### config.mk
export PLATFORM = sky130hd
export DESIGN_NAME = gcd_client
export DESIGN_NICKNAME = d
export VERILOG_FILES = /design/src/rtl/gcd_client.sv
export SDC_FILE = /design/constraint.sdc
export NUM_CORES = 1
export LEC_CHECK = 0
export CAP_MARGIN = 20
export CORE_ASPECT_RATIO = 0.6
export CORE_MARGIN = 8
export CORE_UTILIZATION = 30
export CTS_CLUSTER_SIZE = 12
export DETAILED_ROUTE_END_ITERATION = 7
export PLACE_DENSITY_LB_ADDON = 0.2
export SKIP_LAST_GASP = 1
export SLEW_MARGIN = 0
export SYNTH_ARGS = -nofsm -noshare
export SYNTH_HDL_FRONTEND = slang
export SYNTH_SLANG_ARGS = --single-unit
### constraint.sdc
create_clock -name clk -period 3.26 [get_ports clk]
set_input_delay 0.978 -clock clk [delete_from_list [all_inputs] [get_ports clk]]
set_output_delay 0.978 -clock clk [all_outputs]
set_load 0.005 [all_outputs]
### src/rtl/gcd_client.sv
// rtl/gcd_client.sv - host-side client that feeds a GCD coprocessor and returns tagged results
//
// Purpose:
//   Accepts operand pairs from a host and holds them in a one-entry operand register.
//   Issues those pairs to a GCD coprocessor, with at most DEPTH requests in flight.
//   Collects results into a one-entry response register.
//   Tags each result with an 8-bit sequence number and returns it to the host in the
//   order the coprocessor produced it.
//
// Ports:
//   clk, reset (async, active-low)
//   host request      : req_val / req_rdy / req_A / req_B
//   coprocessor issue : operands_val / operands_rdy / operands_bits_A / operands_bits_B
//   coprocessor result: result_val / result_rdy / result_bits
//   host response     : resp_val / resp_rdy / resp_bits / resp_tag
//   status            : out_cnt (requests in flight), proto_err (sticky)
module gcd_client #(
  parameter int W     = 32,
  parameter int DEPTH = 4
) (
  input  logic                     clk,
  input  logic                     reset,
  input  logic                     req_val,
  output logic                     req_rdy,
  input  logic [W-1:0]             req_A,
  input  logic [W-1:0]             req_B,
  output logic                     operands_val,
  input  logic                     operands_rdy,
  output logic [W-1:0]             operands_bits_A,
  output logic [W-1:0]             operands_bits_B,
  input  logic                     result_val,
  output logic                     result_rdy,
  input  logic [W-1:0]             result_bits,
  output logic                     resp_val,
  input  logic                     resp_rdy,
  output logic [W-1:0]             resp_bits,
  output logic [7:0]               resp_tag,
  output logic [$clog2(DEPTH):0]   out_cnt,
  output logic                     proto_err
);

  localparam int CW = $clog2(DEPTH) + 1;
  localparam logic [CW-1:0] DEPTH_C = CW'(DEPTH);

  typedef enum logic {
    EMPTY = 1'b0,
    FULL  = 1'b1
  } op_state_t;

  op_state_t     op_state;
  logic [W-1:0]  op_a_q;
  logic [W-1:0]  op_b_q;
  logic [CW-1:0] cnt_q;
  logic [7:0]    seq_q;
  logic          resp_val_q;
  logic [W-1:0]  resp_bits_q;
  logic [7:0]    resp_tag_q;
  logic          proto_err_q;

  logic issue;
  logic host_acc;
  logic res_acc;

  // Issue is throttled by the in-flight count.
  // The operand register keeps its pair while the count is at DEPTH.
  assign operands_val    = (op_state == FULL) && (cnt_q < DEPTH_C);
  assign operands_bits_A = op_a_q;
  assign operands_bits_B = op_b_q;
  assign issue           = operands_val && operands_rdy;

  // req_rdy depends only on state and the coprocessor side.
  // It never depends on req_val.
  assign req_rdy  = (op_state == EMPTY) || issue;
  assign host_acc = req_val && req_rdy;

  // The response register can take a new result when it is empty.
  // It can also take one in the same cycle the host drains it.
  assign result_rdy = !resp_val_q || resp_rdy;
  assign res_acc    = result_val && result_rdy;

  assign resp_val  = resp_val_q;
  assign resp_bits = resp_bits_q;
  assign resp_tag  = resp_tag_q;
  assign out_cnt   = cnt_q;
  assign proto_err = proto_err_q;

  always_ff @(posedge clk or negedge reset) begin
    if (!reset) begin
      op_state    <= EMPTY;
      op_a_q      <= '0;
      op_b_q      <= '0;
      cnt_q       <= '0;
      seq_q       <= '0;
      resp_val_q  <= 1'b0;
      resp_bits_q <= '0;
      resp_tag_q  <= '0;
      proto_err_q <= 1'b0;
    end else begin
      // Operand register.
      // In FULL, a host accept implies a same-cycle issue, so the register refills.
      case (op_state)
        EMPTY: begin
          if (host_acc) begin
            op_state <= FULL;
            op_a_q   <= req_A;
            op_b_q   <= req_B;
          end
        end
        FULL: begin
          if (host_acc) begin
            op_a_q <= req_A;
            op_b_q <= req_B;
          end else if (issue) begin
            op_state <= EMPTY;
          end
        end
        default: op_state <= EMPTY;
      endcase

      // In-flight count.
      // It holds when an issue and a result accept land in the same cycle.
      // A result with nothing in flight never drives it below zero.
      if (issue && !res_acc) begin
        cnt_q <= cnt_q + CW'(1);
      end else if (res_acc && !issue && (cnt_q != '0)) begin
        cnt_q <= cnt_q - CW'(1);
      end

      if (res_acc && (cnt_q == '0)) begin
        proto_err_q <= 1'b1;
      end

      // Response register.
      // Data and tag change only when a new result is captured.
      if (res_acc) begin
        resp_val_q  <= 1'b1;
        resp_bits_q <= result_bits;
        resp_tag_q  <= seq_q;
        seq_q       <= seq_q + 8'd1;
      end else if (resp_val_q && resp_rdy) begin
        resp_val_q <= 1'b0;
      end
    end
  end

endmodule

==> results of run 1 <==
-- routing by layer --
layer,part of all wire (%),vias to the layer above,wire length [µm]
li1,-,1652,-
met1,48,1703,6350
met2,44,116,5850
met3,6.8,13,911
met4,1.6,0,208
met5,0,-,0
-- how the worst min path moves through the flow --
stage	startpoint	end	slack, ns
finish	proto_err$_DFFE_PN0P_	proto_err$_DFFE_PN0P_	0.45
global route	proto_err$_DFFE_PN0P_	proto_err$_DFFE_PN0P_	0.49
CTS	proto_err$_DFFE_PN0P_	proto_err$_DFFE_PN0P_	0.46
detailed placement	proto_err$_DFFE_PN0P_	proto_err$_DFFE_PN0P_	0.45
global placement	proto_err$_DFFE_PN0P_	proto_err$_DFFE_PN0P_	0.44
floorplan	seq_q[7]$_DFFE_PN0P_	seq_q[7]$_DFFE_PN0P_	0.44
-- synth_stat cells, types with 2 or more instances --
library cell	count	area share, %
buf_1	3	0.23
buf_12	7	2.9
nand4_1	2	0.26
xnor2_1	5	0.90
o21ai_0	3	0.31
nand2_1	128	9.9
nor2_1	2	0.15
nand3_1	2	0.21
mux2_2	4	0.92
mux2_4	60	18
nor3_1	3	0.31
nand2b_1	3	0.39
o211ai_1	2	0.31
clkbuf_1	5	0.39
buf_2	3	0.31
xor2_1	3	0.54
inv_1	2	0.15
dfrtp_1	118	61
-- placed cells by master, fill, tap and decap left out, types with 3 or more instances in the layout --
cell / netlist / routed
clkinvlp_4: 0 / 3
xor2_1: 3 / 3
bufinv_16: 0 / 3
nor3_1: 3 / 3
mux2_4: 60 / 60
buf_4: 0 / 11
mux2_2: 4 / 4
nand2b_1: 3 / 3
xnor2_1: 5 / 5
nand2_1: 128 / 128
dfrtp_1: 118 / 118
clkdlybuf4s50_1: 0 / 211
clkbuf_16: 0 / 17
o21ai_0: 3 / 3
-- layout make-up --
type                       count  area (µm²)
clock buffer                  21         460
clock inverter                11         149
fill                        1444        8280
inverter                       2        7.51
multi-input combinational    232        1730
sequential                   118        2950
tap                          209         262
timing repair buffer         225        2250
-- state kept, by name, indices dropped and copies added (netlist names) --
register / cells
op_state: 1
operands_bits_A: 32
operands_bits_B: 32
out_cnt: 3
proto_err: 1
resp_bits: 32
resp_tag: 8
resp_val: 1
seq_q: 8
-- critical path, delay by kind of cell --
| kind | cells | cell delay, ns |
|---|---|---|
| buf+inv | 2 | 0.97 |
| simple gates | 1 | 0.13 |
-- logic make-up (layout without fill, tap and decap cells) --
family | after synthesis | in the layout | synth area share, %
DFF | 118 | 118 | 60.6
AOI/OAI and AO/OA | 10 | 10 | 1.36
and+or+nand+nor | 147 | 147 | 12.3
adders and majority gates | 2 | 2 | 0.668
muxes | 65 | 65 | 19.6
buffers and inverters | 20 | 259 | 3.96
xor gates and xnor gates | 8 | 8 | 1.44
-- per-stage QoR --
step | instances | cell area [µm²] | hold slack (ns)
3_5_place_dp | 786 | 7190 | 0.448
6_report | 818 | 7800 | 0.451
4_1_cts | 818 | 7800 | 0.456
3_3_place_gp | 786 | 7190 | 0.440
2_1_floorplan | 370 | 4870 | 0.441
5_1_grt | 818 | 7800 | 0.485
-- timing repair --
| action | in CTS | in global routing |
|---|---|---|
| setup buffers | 0 | 0 |
| gates resized for setup | 0 | 1 |
| hold endpoints to repair | 0 | 0 |
| endpoints found under the setup margin | 0 | 1 |
-- power by group through the flow --
stage	clock [W]	sequential (W)	combinational, W
global route	0.00204	0.00250	0.00264
detailed placement	0	0.00243	0.00249
CTS	0.00198	0.00242	0.00250
finish	0.00191	0.00241	0.00245
floorplan	0	0.00243	0.00104
global placement	0	0.00242	0.00246
==> summary.md, run 1 <==
| Metric | Value |
|---|---|
| Gr ovfl total | 0 |
| Comb pwr share | 36.1% |
| Share of cells above drive strength 1 | 18.2% |
| Worst vdd ir | 0.463 mV |
| Worst R2R Start | out_cnt[2]$_DFFE_PN0P_ |
| Crit end category | output pin |
| CP Launch Point | resp_rdy |
| GP Congestion | 0.748 |
| Seq cells post-synth | 118 |
| Post-route DRC violation count | 0 |
| R2R setup slack | 1.01 ns |
| Number of global-route vias before repair | 3,881 |
| Ys flop type | dfrtp_1 |
| M2 GR Usage | 19.3% |
| Largest net degree at the start of global routing | 46 |
| Pre-CTS setup slack | 0.0755 ns |
| Vias per cell | 4.26 |
| DR vias | 3,484 |
| Met1 usage | 17.0% |
| Final nets | 700 |
| Hold Path Depth | 1 |
| Pwr dens | 868 nW/µm² |
| Fraction of registers with async set/reset | 100% |
| Pint | 0.00499 W |
| Number of synthesized flops with an enable pin | 0 |
| Required @ worst endpoint | 2.28 ns |
| Starting Density | 30.3% |
| Unrepaired setup endpoints after global routing | false |
| P&R area growth vs syn | 60.2% |
| Slew Limit Fails | 0 |
| Cell repeated most along the worst path | clkdlybuf4s50_1 |
| I/O Pins | 214 |
| Worst skew pair latency | 0.40 ns |
| GRT Total Usage | 13.0% |
| Status | completed |
| Distinct cells, synth | 33 |
| TNS Setup | 0 ns |
| Final ANT Viol Nets | 0 |
| # diodes | 0 |
| Core area | 16,100 µm² |
| Slowest stage delay, CP | 0.52 ns |
| Switching power share of the total | 26.4% |
| Sequential Power Share | 35.6% |
| Sink Count | 118 |
| Final period utilization | 93.6% |
| Clock network power share | 28.2% |
| Max-cap violations | 0 |
| Slew Limit Headroom | 70.8% |
| CTS tree | done |
| Syn_area_per_cell | 13.2 µm² |
| Reg-to-Reg End | out_cnt[2]$_DFFE_PN0P_ |
| Max Fanout on Critical Path | 2 |
| Row count | 36 |
| Hpwl dp | 9.96 mm |
| Post-synthesis sequential area ratio | 60.6% |
| Leakage | 3.54 nW |
| Initial antenna violation count | 0 |
| Startpoint types | input pin |
| Slew of the pin with the lowest slew margin | 0.438 ns |
| Reg clk slew, reported paths | 0.06 ns |
| DR pass1 iterations | 4 |
| Switch Pwr | 0.00178 W |
| Mapped Area | 4870 µm² |
| Grt met3 use | 4.94% |
| Final hold violations | 0 |
| Global-route wire length before repair | 21.4 mm |
| Cell Chain, Critical Path | clkdlybuf4s50_1, nand2b_1, clkdlybuf4s50_1 |
| Cell count after synthesis | 370 |
| CTS root buffer | clkbuf_16 |
| Yosys warns | 0 |
| Die height | 115 µm |
| Total Power | 0.00677 W |
| CTS buffer count | 17 |
| Clock Path Buffers | 2 |
| Clock period minus worst slack | 3.05 ns |
| DIE AREA | 20,700 µm² |
| Wire per inst | 16.3 µm |
| Initial DRC Count | 128 |
| Final core utilization | 48.5% |
| Worst EP arrival | 2.07 ns |
| Worst setup margin | 0.210 ns |
| Syn nets | 474 |
| Max Clock Freq | 328 MHz |
| Worst r2r path cells | 6 |
| Slowest-stage cell, CP | clkdlybuf4s50_1 |
| Finish-stage setup viols | 0 |
| CTS hold repair buffers | 0 |
| Global route hottest layer | met2 |
| WL final | 13.3 mm |
| Critical Path Sink | result_rdy |
| Hold crit path type | reg -> reg |
| CTS H-tree lvls | 4 |
| Final setup skew | 0.0105 ns |
| Setup CP Type | in -> out |
| IO buf count | 213 |
| Die Span X | 181 µm |
(Power assumes the default switching activity.)
==> inputs of run 2 (changes only) <==
--- a/config.mk
+++ b/config.mk
@@ -13,7 +13,6 @@
 export DETAILED_ROUTE_END_ITERATION = 7
 export PLACE_DENSITY_LB_ADDON = 0.2
 export SKIP_LAST_GASP = 1
-export SLEW_MARGIN = 0
 export SYNTH_ARGS = -nofsm -noshare
 export SYNTH_HDL_FRONTEND = slang
 export SYNTH_SLANG_ARGS = --single-unit
==> results of run 2 <==
Final layout, timing and power as in run 1 (identical DEF).
==> inputs of run 3 (changes only) <==
--- a/config.mk
+++ b/config.mk
@@ -5,7 +5,7 @@
 export SDC_FILE = /design/constraint.sdc
 export NUM_CORES = 1
 export LEC_CHECK = 0
-export CAP_MARGIN = 20
+export ABC_AREA = 1
 export CORE_ASPECT_RATIO = 0.6
 export CORE_MARGIN = 8
 export CORE_UTILIZATION = 30
==> constraint.sdc (replaced) <==
create_clock -name clk -period 2.47 [get_ports clk]
set_input_delay 0.741 -clock clk [delete_from_list [all_inputs] [get_ports clk]]
set_output_delay 0.741 -clock clk [all_outputs]
set_load 0.005 [all_outputs]
==> run 3 against run 2 <==
Net effect:
- the flow now finishes with violations (setup timing)
- power increased by 27%
- critical endpoint is now req_rdy
- register-to-register slack lost 0.36 ns
- clock skew fell by 0.0019 ns
- largest cell class unchanged
==> summary.md, run 3 <==
| Metric | Value |
|---|---|
| Status | finished, violations left |
| Failing checks | setup timing |
| Setup CP Type | in -> out |
| Syn_area_per_cell | 8.95 µm² |
| Most frequent cells in the layout | 264 x nand2_1, 209 x clkdlybuf4s50_1, 118 x dfrtp_1 |
| Cell with the most instances after synthesis | nand2_1 |
| Yosys warns | 0 |
| Seq cells post-synth | 118 |
| Slew Limit Headroom | 65.3% |
| Postcts setup bufs | 0 |
| Post-synthesis sequential area ratio | 62.2% |
| Final nets | 847 |
| Max Fanout on Critical Path | 3 |
| Pre-CTS setup slack | -0.350 ns |
| Initial DRC Count | 334 |
| Crit end category | output pin |
| Die Span X | 178 µm |
| Worst vdd ir | 0.513 mV |
| Clock Path Buffers | 2 |
| Top-area cell type share of the netlist area | 62.2% |
| I/O Pins | 214 |
| Number of global-route vias before repair | 4,349 |
| Sink Count | 118 |
| Final core utilization | 50.1% |
| Total Power | 0.00857 W |
| Fraction of registers with async set/reset | 100% |
| Largest area contributor in the netlist | dfrtp_1 |
| Worst R2R Start | out_cnt[2]$_DFFE_PN0P_ |
| Clock period minus worst slack | 2.48 ns |
| Distinct cells, synth | 21 |
| Buffer and inverter count on the worst path | 2 |
| Starting Density | 30.8% |
| P&R area growth vs syn | 62.7% |
| Largest net degree at the start of global routing | 78 |
| Post-route DRC violation count | 0 |
| GP Congestion | 0.789 |
| Global-route wire length before repair | 23.9 mm |
| Worst r2r path cells | 8 |
| Syn nets | 634 |
| Pwr dens | 1110 nW/µm² |
| Gr ovfl total | 0 |
| Mapped Area | 4740 µm² |
| TNS Setup | -0.0102 ns |
| WL final | 14.9 mm |
| DR pass1 iterations | 5 |
| Vias per cell | 4.42 |
| IO buf count | 213 |
| Die height | 113 µm |
| Unrepaired setup endpoints after global routing | true |
| Core area | 15,400 µm² |
| Final period utilization | 100% |
| Final ANT Viol Nets | 0 |
| # diodes | 0 |
| Finish-stage setup viols | 1 |
| Cell count after synthesis | 530 |
| Final hold violations | 0 |
| Reg clk slew, reported paths | 0.06 ns |
| Slowest-stage cell, CP | clkdlybuf4s50_1 |
| CTS buffer count | 17 |
| Row count | 35 |
| R2R setup slack | 0.65 ns |
| Initial antenna violation count | 0 |
| CP delay by family, top | buffers and inverters |
| Synth area leaders | dfrtp_1 62%, nand2_1 21%, nand3_1 7.3% |
| Required @ worst endpoint | 1.73 ns |
| Most common cell after layout, fill and taps aside | nand2_1 |
| Worst EP arrival | 1.74 ns |
| CTS root buffer | clkbuf_16 |
| Sequential Area | 2950 µm² |
| Ys flop type | dfrtp_1 |
| Hpwl dp | 10.7 mm |
| Slowest stage delay, CP | 0.51 ns |
| Hold crit path type | in -> async |
| Max Clock Freq | 403 MHz |
| DR vias | 4,243 |
| CTS H-tree lvls | 4 |
| Wire per inst | 15.6 µm |
| Number of synthesized flops with an enable pin | 0 |
| Slew Limit Fails | 0 |
| CTS hold repair buffers | 0 |
| Final setup skew | 0.00855 ns |
| Leakage | 3.73 nW |
| Reg-to-Reg End | operands_bits_B[12]$_DFFE_PN0P_ |
| Max-cap violations | 0 |
| CTS tree | done |
| Cell Chain, Critical Path | clkdlybuf4s50_1, nand3_2, nand2_2, clkdlybuf4s15_1 |
| Slew of the pin with the lowest slew margin | 0.520 ns |
| Area of the multi-input gates | 1560 µm² |
| Share of cells above drive strength 1 | 6.88% |
| Commonest cells in the netlist | 265 x nand2_1, 118 x dfrtp_1, 69 x nand3_1 |
| DIE AREA | 20,200 µm² |
| Startpoint types | input pin |
| Fill cells | 1,390 |
| Worst skew pair latency | 0.40 ns |
| Worst setup margin | -0.0102 ns |
| GRT Total Usage | 14.7% |
-- run 3: worst max path at each step --
stage | from | end | slack [ns] | depth (start not counted)
after floorplan | operands_rdy | req_rdy | 0.61 | 3
after global placement | operands_rdy | operands_bits_A[5]$_DFFE_PN0P_ | -0.31 | 8
after detailed placement | operands_rdy | operands_bits_B[12]$_DFFE_PN0P_ | -0.35 | 8
after CTS | operands_rdy | req_rdy | -0.04 | 4
after global routing | operands_rdy | req_rdy | -0.05 | 4
final | operands_rdy | req_rdy | -0.01 | 4
-- run 3: report_power, final --
group | leakage (nW) | total, W | switching, W | internal, W
logic | 1.96 | 0.00286 | 0.00125 | 0.00161
clock network | 0.315 | 0.00267 | 0.000911 | 0.00176
registers | 1.46 | 0.00304 | 0.000415 | 0.00263
-- run 3: metrics by stage --
step	cell area, µm²	hold slack [ns]	std cells
6_report	7720	0.186	959
3_5_place_dp	7070	0.458	927
3_3_place_gp	7070	0.453	927
5_1_grt	7720	0.181	959
2_1_floorplan	4740	0.445	530
4_1_cts	7720	0.174	959
-- run 3: metal layers --
layer  routed length, µm  track usage [%]  vias to the layer above
met2                6910             22.9                      130
met3                1430             5.71                        6
met1                6500             18.7                     2018
li1                    -                -                     2089
met5                   0                0                        -
met4                  91             4.11                        0
-- run 3: layout make-up --
| type | instances | share of cell area [%] |
|---|---|---|
| Sequential cell | 118 | 38.2 |
| Timing Repair Buffer | 223 | 29.0 |
| Multi-Input combinational cell | 366 | 20.3 |
| Clock buffer | 19 | 5.87 |
| Tap cell | 203 | 3.29 |
| Clock inverter | 13 | 2.51 |
| Inverter | 17 | 0.826 |
-- run 3: cell families after synthesis --
family / Yosys count / synth area share (%)
compound gates: 14 / 1.61
xor+xnor: 4 / 0.739
fa+ha+maj: 2 / 0.686
buf+inv: 46 / 5.01
flops: 118 / 62.2
simple gates: 346 / 29.7
-- run 3: timing repair --
item	in CTS	in global routing
gates resized for setup	2	2
endpoints found under the setup margin	2	63
hold endpoints to repair	0	0
